`config.mk`:
```
export PLATFORM = sky130hd
export DESIGN_NAME = div_unit_flat
export DESIGN_NICKNAME = d
export VERILOG_FILES = /design/src/rtl/div_unit_pkg.sv /design/src/rtl/div_unit_if.sv /design/src/rtl/div_unit_step.sv /design/src/rtl/div_unit.sv /design/src/flat_wrapper.sv
export SDC_FILE = /design/constraint.sdc
export NUM_CORES = 1
export LEC_CHECK = 0
export BUFFER_PORTS_ARGS = -buffer_cell sky130_fd_sc_hd__buf_2
export CAP_MARGIN = 20
export CORE_ASPECT_RATIO = 0.75
export CORE_MARGIN = 10
export CORE_UTILIZATION = 50
export DETAILED_ROUTE_END_ITERATION = 16
export PLACE_DENSITY = 0.72
export SYNTH_ARGS = -nofsm -noshare
export SYNTH_HDL_FRONTEND = slang
export SYNTH_HIERARCHICAL = 1
export SYNTH_SLANG_ARGS = --single-unit
```
`constraint.sdc`:
```
create_clock -name clk -period 8.08 [get_ports clk]
set_clock_uncertainty 0.2 [all_clocks]
set_input_delay 1.212 -clock clk [delete_from_list [all_inputs] [get_ports clk]]
set_output_delay 1.212 -clock clk [all_outputs]
set_load 0.02 [all_outputs]
```
`src/rtl/div_unit_pkg.sv`:
```
// ============================================================================
//  Module  : div_unit_pkg
//  Purpose : Shared constants for the multi-cycle DIV/DIVU unit: datapath
//            widths, FSM state encodings, handshake levels and reset level.
//  Ports   : none (package)
//  Rev     : 1.0  initial release
// ============================================================================
`default_nettype none

package div_unit_pkg;

  // Datapath widths
  localparam int RegBus       = 32;
  localparam int DoubleRegBus = 64;

  // Divider FSM state encodings
  localparam logic [1:0] DivFree   = 2'b00;
  localparam logic [1:0] DivByZero = 2'b01;
  localparam logic [1:0] DivOn     = 2'b10;
  localparam logic [1:0] DivEnd    = 2'b11;

  // Request levels on start_i
  localparam logic DivStart = 1'b1;
  localparam logic DivStop  = 1'b0;

  // Levels on ready_o
  localparam logic DivResultReady    = 1'b1;
  localparam logic DivResultNotReady = 1'b0;

  // Misc
  localparam logic [RegBus-1:0] ZeroWord  = '0;
  localparam logic              RstEnable = 1'b1;

endpackage : div_unit_pkg

`default_nettype wire

```
`src/rtl/div_unit_if.sv`:
```
// ============================================================================
//  Module  : div_unit_if
//  Purpose : Request/result bundle between the execute stage and div_unit.
//  Ports   : signed_div_i  1 = signed DIV, 0 = DIVU
//            opdata1_i     dividend
//            opdata2_i     divisor
//            start_i       request, held until the result is consumed
//            annul_i       cancel (flush / exception)
//            result_o      {remainder, quotient}
//            ready_o       result_o valid
//            modport master: execute stage side; modport slave: divider side
//  Rev     : 1.0  initial release
// ============================================================================
`default_nettype none

interface div_unit_if
  import div_unit_pkg::*;
#(
  parameter int DATA_W = RegBus
);

  logic                  signed_div_i;
  logic [DATA_W-1:0]     opdata1_i;
  logic [DATA_W-1:0]     opdata2_i;
  logic                  start_i;
  logic                  annul_i;
  logic [2*DATA_W-1:0]   result_o;
  logic                  ready_o;

  modport master (
    output signed_div_i, opdata1_i, opdata2_i, start_i, annul_i,
    input  result_o, ready_o
  );

  modport slave (
    input  signed_div_i, opdata1_i, opdata2_i, start_i, annul_i,
    output result_o, ready_o
  );

endinterface : div_unit_if

`default_nettype wire

```
`src/rtl/div_unit_step.sv`:
```
// ============================================================================
//  Module  : div_step
//  Purpose : One restoring-division iteration, purely combinational.
//            Trial-subtracts the divisor from the upper part of the working
//            register and shifts the resulting quotient bit in at the bottom.
//  Ports   : work_i     [2*DATA_W:0]  current working register
//            divisor_i  [DATA_W-1:0]  divisor magnitude
//            work_o     [2*DATA_W:0]  working register after this step
//  Rev     : 1.0  initial release
// ============================================================================
`default_nettype none

module div_step
  import div_unit_pkg::*;
#(
  parameter int DATA_W = RegBus
) (
  input  logic [2*DATA_W:0]  work_i,
  input  logic [DATA_W-1:0]  divisor_i,
  output logic [2*DATA_W:0]  work_o
);

  logic [DATA_W:0] diff;

  always_comb begin
    diff = work_i[2*DATA_W:DATA_W] - {1'b0, divisor_i};
    // The partial remainder is always below twice the divisor, so a set MSB
    // on the difference means the trial subtract borrowed.
    if (diff[DATA_W]) begin
      work_o = {work_i[2*DATA_W-1:0], 1'b0};
    end else begin
      work_o = {diff[DATA_W-1:0], work_i[DATA_W-1:0], 1'b1};
    end
  end

endmodule : div_step

`default_nettype wire

```
`src/rtl/div_unit.sv`:
```
// ============================================================================
//  Module  : div_unit
//  Purpose : Multi-cycle DIV/DIVU unit, one quotient bit per clock.
//            Quotient is returned in the low half of result_o (LO), the
//            remainder in the high half (HI). Divide-by-zero returns 0.
//  Ports   : clk   clock
//            rst   synchronous active-high reset
//            bus   div_unit_if.slave (operands, start/annul in;
//                  result_o/ready_o out, both registered)
//  Rev     : 1.0  initial release
// ============================================================================
`default_nettype none

module div_unit
  import div_unit_pkg::*;
#(
  parameter int DATA_W = RegBus
) (
  input  logic            clk,
  input  logic            rst,
  div_unit_if.slave       bus
);

  localparam int                CNT_W    = $clog2(DATA_W) + 1;
  localparam logic [CNT_W-1:0]  CNT_LAST = CNT_W'(DATA_W);

  logic [1:0]            state_q,    state_d;
  logic [CNT_W-1:0]      cnt_q,      cnt_d;
  logic [2*DATA_W:0]     work_q,     work_d;
  logic [DATA_W-1:0]     divisor_q,  divisor_d;
  logic                  signed_q,   signed_d;
  logic                  op1_msb_q,  op1_msb_d;
  logic                  op2_msb_q,  op2_msb_d;
  logic [2*DATA_W-1:0]   result_q,   result_d;
  logic                  ready_q,    ready_d;

  logic [2*DATA_W:0]     step_work;
  logic [DATA_W-1:0]     op1_abs, op2_abs;
  logic [DATA_W-1:0]     quot_raw, rem_raw, quot_fix, rem_fix;

  div_step #(.DATA_W(DATA_W)) u_div_step (
    .work_i    (work_q),
    .divisor_i (divisor_q),
    .work_o    (step_work)
  );

  // Magnitudes: only a signed request with a negative operand is negated.
  assign op1_abs = (bus.signed_div_i && bus.opdata1_i[DATA_W-1]) ? -bus.opdata1_i
                                                                 : bus.opdata1_i;
  assign op2_abs = (bus.signed_div_i && bus.opdata2_i[DATA_W-1]) ? -bus.opdata2_i
                                                                 : bus.opdata2_i;

  // After the last step the remainder sits above bit DATA_W and the quotient
  // fills the low word; bit DATA_W is a leftover shift slot.
  assign quot_raw = work_q[DATA_W-1:0];
  assign rem_raw  = work_q[2*DATA_W:DATA_W+1];
  assign quot_fix = (signed_q && (op1_msb_q ^ op2_msb_q)) ? -quot_raw : quot_raw;
  assign rem_fix  = (signed_q && op1_msb_q)               ? -rem_raw  : rem_raw;

  always_comb begin
    state_d   = state_q;
    cnt_d     = cnt_q;
    work_d    = work_q;
    divisor_d = divisor_q;
    signed_d  = signed_q;
    op1_msb_d = op1_msb_q;
    op2_msb_d = op2_msb_q;
    result_d  = result_q;
    ready_d   = ready_q;

    case (state_q)
      DivFree: begin
        result_d = '0;
        ready_d  = DivResultNotReady;
        if (bus.start_i == DivStart && !bus.annul_i) begin
          if (bus.opdata2_i == '0) begin
            state_d = DivByZero;
          end else begin
            state_d   = DivOn;
            cnt_d     = '0;
            // Dividend is pre-shifted by one so the first trial subtract
            // already sees its MSB; DATA_W steps then consume every bit.
            work_d    = {{DATA_W{1'b0}}, op1_abs, 1'b0};
            divisor_d = op2_abs;
            signed_d  = bus.signed_div_i;
            op1_msb_d = bus.opdata1_i[DATA_W-1];
            op2_msb_d = bus.opdata2_i[DATA_W-1];
          end
        end
      end

      DivByZero: begin
        if (bus.annul_i) begin
          state_d = DivFree;
          cnt_d   = '0;
        end else begin
          work_d  = '0;
          state_d = DivEnd;
        end
      end

      DivOn: begin
        if (bus.annul_i) begin
          state_d = DivFree;
          cnt_d   = '0;
        end else if (cnt_q == CNT_LAST) begin
          // Corrected values also go back into work so END re-presents them.
          work_d   = {rem_fix, work_q[DATA_W], quot_fix};
          result_d = {rem_fix, quot_fix};
          ready_d  = DivResultReady;
          state_d  = DivEnd;
        end else begin
          work_d = step_work;
          cnt_d  = cnt_q + CNT_W'(1);
        end
      end

      DivEnd: begin
        if (bus.annul_i || bus.start_i == DivStop) begin
          state_d  = DivFree;
          cnt_d    = '0;
          result_d = '0;
          ready_d  = DivResultNotReady;
        end else begin
          result_d = {work_q[2*DATA_W:DATA_W+1], work_q[DATA_W-1:0]};
          ready_d  = DivResultReady;
        end
      end

      default: begin
        state_d  = DivFree;
        cnt_d    = '0;
        result_d = '0;
        ready_d  = DivResultNotReady;
      end
    endcase

    // A cancel anywhere outside IDLE drops the result in the same edge.
    if (bus.annul_i && state_q != DivFree) begin
      result_d = '0;
      ready_d  = DivResultNotReady;
    end
  end

  always_ff @(posedge clk) begin
    if (rst == RstEnable) begin
      state_q   <= DivFree;
      cnt_q     <= '0;
      work_q    <= '0;
      divisor_q <= '0;
      signed_q  <= 1'b0;
      op1_msb_q <= 1'b0;
      op2_msb_q <= 1'b0;
      result_q  <= '0;
      ready_q   <= DivResultNotReady;
    end else begin
      state_q   <= state_d;
      cnt_q     <= cnt_d;
      work_q    <= work_d;
      divisor_q <= divisor_d;
      signed_q  <= signed_d;
      op1_msb_q <= op1_msb_d;
      op2_msb_q <= op2_msb_d;
      result_q  <= result_d;
      ready_q   <= ready_d;
    end
  end

  assign bus.result_o = result_q;
  assign bus.ready_o  = ready_q;

endmodule : div_unit

`default_nettype wire

```
`src/flat_wrapper.sv`:
```
// flat-port wrapper written by rule: the top's interface ports become plain ports
module div_unit_flat import div_unit_pkg::*;
#(
  parameter int DATA_W = RegBus
)
  (clk, rst, bus_signed_div_i, bus_opdata1_i, bus_opdata2_i, bus_start_i, bus_annul_i, bus_result_o, bus_ready_o);
  div_unit_if #(.DATA_W(DATA_W)) bus_i ();
  input  logic clk;
  input  logic rst;
  input wire logic [$bits(bus_i.signed_div_i)-1:0] bus_signed_div_i;
  input wire logic [$bits(bus_i.opdata1_i)-1:0] bus_opdata1_i;
  input wire logic [$bits(bus_i.opdata2_i)-1:0] bus_opdata2_i;
  input wire logic [$bits(bus_i.start_i)-1:0] bus_start_i;
  input wire logic [$bits(bus_i.annul_i)-1:0] bus_annul_i;
  output wire logic [$bits(bus_i.result_o)-1:0] bus_result_o;
  output wire logic [$bits(bus_i.ready_o)-1:0] bus_ready_o;
  assign bus_i.signed_div_i = bus_signed_div_i;
  assign bus_i.opdata1_i = bus_opdata1_i;
  assign bus_i.opdata2_i = bus_opdata2_i;
  assign bus_i.start_i = bus_start_i;
  assign bus_i.annul_i = bus_annul_i;
  assign bus_result_o = bus_i.result_o;
  assign bus_ready_o = bus_i.ready_o;
  div_unit #(.DATA_W(DATA_W)) u_core (.clk(clk), .rst(rst), .bus(bus_i));
endmodule
```
==> run metrics <==
Syn-to-layout area delta=7.326%; top library cells by usage in the layout, fill and taps aside=173 x sky130_fd_sc_hd__dfxtp_1, 164 x sky130_fd_sc_hd__a21oi_1, 139 x sky130_fd_sc_hd__nor2_1; post-detailed-route DRC marker count=0; number of search-and-repair iterations in the first detailed-routing pass=6; clock-pin slew of the registers on the worst-case setup and hold paths=0.07 ns; area inside the core boundary=0.02707 mm2; number of synthesized register bits=approximately 170; critical path capture point type=flip-flop; final antenna-violating net count=0; Synth Flop Type=sky130_fd_sc_hd__dfxtp_1; DR vias/cell=around 6.7; final clock period utilization by the worst path=0.5356; largest net degree at the start of global routing=between 80 and 90; Clock Tree Root=sky130_fd_sc_hd__clkbuf_16; final WL=between 50000 and 60000 um; post-layout total power=roughly 0.0043 W; post-CTS setup buffer count=0; detailed placer's ending HPWL=37610 um; CP required=8.22 ns; final setup vio count=0; mean instance size in the synthesized netlist=7.648 um2; input/output buffers=133; starting utilization of the core area=0.5086; GRT overflow=0; time the final worst path needs with I/O delays and setup=around 4.3 ns; synthesized net count=around 1900; Netlist cell types=~100; Sinks on Clock Net=173; global placement routability congestion=~1; CTS max path bufs=2; number of maximum-capacitance constraint violations=0; highest achievable clock rate=between 200 and 250 MHz; setup TNS after final layout=0 ns; number of antenna violations at the first check in global routing=0; synth warn=6; Overall Global Routing Usage=0.2806; topmost layer with routed signal wires=met4; Wirelength per Cell=roughly 23 um; first-pass GRT wire length=about 77000 um; number of gates resized after cts=0; largest vdd supply drop=between 0.00015 and 0.0002 V; die footprint=between 0.03 and 0.04 mm2; async set or reset register ratio after synthesis=0; maximum fanout count along the critical path=10; CP startpoint kind=flip-flop; final hold violation count=0; number of levels in the clock H-tree=4; number of buffers created by CTS=17; wire length on met3=roughly 8700 um; number of flops mapped to enable cells by yosys=0; number of global-route vias before repair=about 13000; leading cell type in the layout, fill and taps excluded=sky130_fd_sc_hd__dfxtp_1; Hold Path Class=flip-flop to flip-flop; ratio of cells with drive above 1 in the final layout=0.1509; Antenna Cells=0; routed metal-1 wirelength=between 20000 and 25000 um; clock tree from TritonCTS=yes; clock network latency to the later pin of the worst-skew pair=roughly 0.46 ns; setup repair after global routing missed its margin=no; max-slew violation count=0; cell count after synthesis=between 1500 and 2000; overall die height=163.7 um; Least-Margin Pin Slew=approximately 1.1 ns; number of hold buffers added after CTS=0; I/O pin cnt=approximately 130; leakage power=roughly 5.7 nW; critical path arrival=approximately 4.5 ns; floorplan row count=52; max-slew headroom at the worst pin=0.2875; summed instance area of the synthesized netlist=approximately 0.014 mm2; proportion of synthesized chip area in sequential cells=0.2516; DR iter-0 viols=~2300; power density of the placed cells=between 200 and 300 mW/mm2; length of routed met2 wiring=about 18000 um; Die X-Extent=roughly 210 um; total number of vias=between 10000 and 15000; result of the run=finished clean; type of the setup path with the least slack=flip-flop to flip-flop; Nets=a little under 2000
synth_stat cells, types with 16 or more instances:
library cell               number  area (um2)
sky130_fd_sc_hd__a211oi_1      45       337.8
sky130_fd_sc_hd__a21o_1        26       195.2
sky130_fd_sc_hd__a21oi_1      164       820.8
sky130_fd_sc_hd__a22o_1        17       148.9
sky130_fd_sc_hd__a22oi_1       24       180.2
sky130_fd_sc_hd__a31oi_1       42       262.8
sky130_fd_sc_hd__buf_4         37       277.8
sky130_fd_sc_hd__clkbuf_1      94       352.8
sky130_fd_sc_hd__dfxtp_1      173        3463
sky130_fd_sc_hd__ha_1          42       525.5
sky130_fd_sc_hd__inv_1         76       285.3
sky130_fd_sc_hd__mux2_4        19       285.3
sky130_fd_sc_hd__nand2_1      138       518.0
sky130_fd_sc_hd__nand3_1       43       215.2
sky130_fd_sc_hd__nor2_1       140       525.5
sky130_fd_sc_hd__nor3_1        64       320.3
sky130_fd_sc_hd__nor4_1        19       118.9
sky130_fd_sc_hd__o21ai_0      119       595.6
sky130_fd_sc_hd__o22ai_1       20       125.1
sky130_fd_sc_hd__o31ai_1       31       232.7
sky130_fd_sc_hd__or3_1         29       181.4
sky130_fd_sc_hd__or4_1         16       120.1
sky130_fd_sc_hd__xnor2_1       45       394.1
sky130_fd_sc_hd__xor2_1        52       455.4
worst max-delay path, cell delays in order (launching register included):
cell and delay [ns]:
sky130_fd_sc_hd__dfxtp_1 0.48, sky130_fd_sc_hd__inv_1 0.11, sky130_fd_sc_hd__fa_1 0.47, sky130_fd_sc_hd__and2b_2 0.26
sky130_fd_sc_hd__o2111ai_2 0.13, sky130_fd_sc_hd__a21oi_2 0.22, sky130_fd_sc_hd__o2111ai_1 0.19, sky130_fd_sc_hd__a211oi_2 0.32
sky130_fd_sc_hd__nor2_4 0.10, sky130_fd_sc_hd__mux2i_4 0.26, sky130_fd_sc_hd__and2_4 0.25, sky130_fd_sc_hd__o31ai_1 0.60
sky130_fd_sc_hd__nand2_1 0.10, sky130_fd_sc_hd__nand2_1 0.10, sky130_fd_sc_hd__a211oi_1 0.06, sky130_fd_sc_hd__a2111oi_1 0.36
final cells by class:
cell class              count  area, um2
fillers                  2592      12290
flip-flops and latches    173       3463
inverters                  79      304.0
well taps                 351      439.2
repair buffers            154      820.8
clock inverters            11      133.9
clock buffers              21      450.4
multi-input cells        1391       9163
metrics by stage:
stage | setup WS [ns] | instance area, um2 | instances | hold WS, ns | utilization
6_report | 3.753 | 14770 | 2180 | 0.2468 | 0.5459
2_1_floorplan | 4.234 | 13770 | 1800 | 0.2363 | -
5_1_grt | 3.526 | 14770 | 2180 | 0.2737 | 0.5459
4_1_cts | 3.875 | 14770 | 2180 | 0.2517 | 0.5459
3_3_place_gp | 3.722 | 14180 | 2147 | 0.2286 | 0.5241
3_5_place_dp | 3.691 | 14190 | 2148 | 0.2391 | 0.5243
cell families (layout without fill, tap and decap cells):
group,Yosys count,count (layout),share of synthesized area
xor gates and xnor gates,97,97,0.06172
adders and majority gates,43,43,0.03963
AOI/OAI and AO/OA,648,648,0.3154
buffers and inverters,236,265,0.08453
muxes,37,37,0.03518
and+or+nand+nor,566,566,0.2120
DFF,173,173,0.2516
power breakdown:
| group | internal (W) | switching [W] |
|---|---|---|
| logic | 0.000796 | 0.00142 |
| clock network | 0.000469 | 0.000381 |
| registers | 0.000971 | 0.000255 |
| total | 0.00224 | 0.00205 |
state kept, by name, summed over array words and instances, names as in the netlist:
| signal | cells |
|---|---|
| u_core/cnt_q | 6 |
| u_core/divisor_q | 32 |
| u_core/bus.ready_o | 1 |
| u_core/bus.result_o | 64 |
| u_core/signed_q | 1 |
| u_core/work_q | 65 |
| u_core/op2_msb_q | 1 |
| u_core/state_q | 2 |
| u_core/op1_msb_q | 1 |
worst paths after layout:
kind / from / end / slack [ns] / cells after the start
max reg2reg: u_core/work_q[33]$_SDFFE_PP0P_ / u_core/work_q[64]$_SDFFE_PP0P_ / 3.75 / 15
max: u_core/work_q[33]$_SDFFE_PP0P_ / u_core/work_q[64]$_SDFFE_PP0P_ / 3.75 / 15
min: u_core/bus.result_o[38]$_SDFFE_PP0P_ / u_core/bus.result_o[38]$_SDFFE_PP0P_ / 0.25 / 2
min reg2reg: u_core/bus.result_o[38]$_SDFFE_PP0P_ / u_core/bus.result_o[38]$_SDFFE_PP0P_ / 0.25 / 2
per-layer routing:
| metal | GRT usage | vias up |
|---|---|---|
| li1 | - | 6736 |
| met1 | 0.4268 | 6724 |
| met2 | 0.3396 | 1015 |
| met3 | 0.1312 | 51 |
| met4 | 0.05086 | 0 |
| met5 | 0 | - |
(Power assumes the default switching activity.)
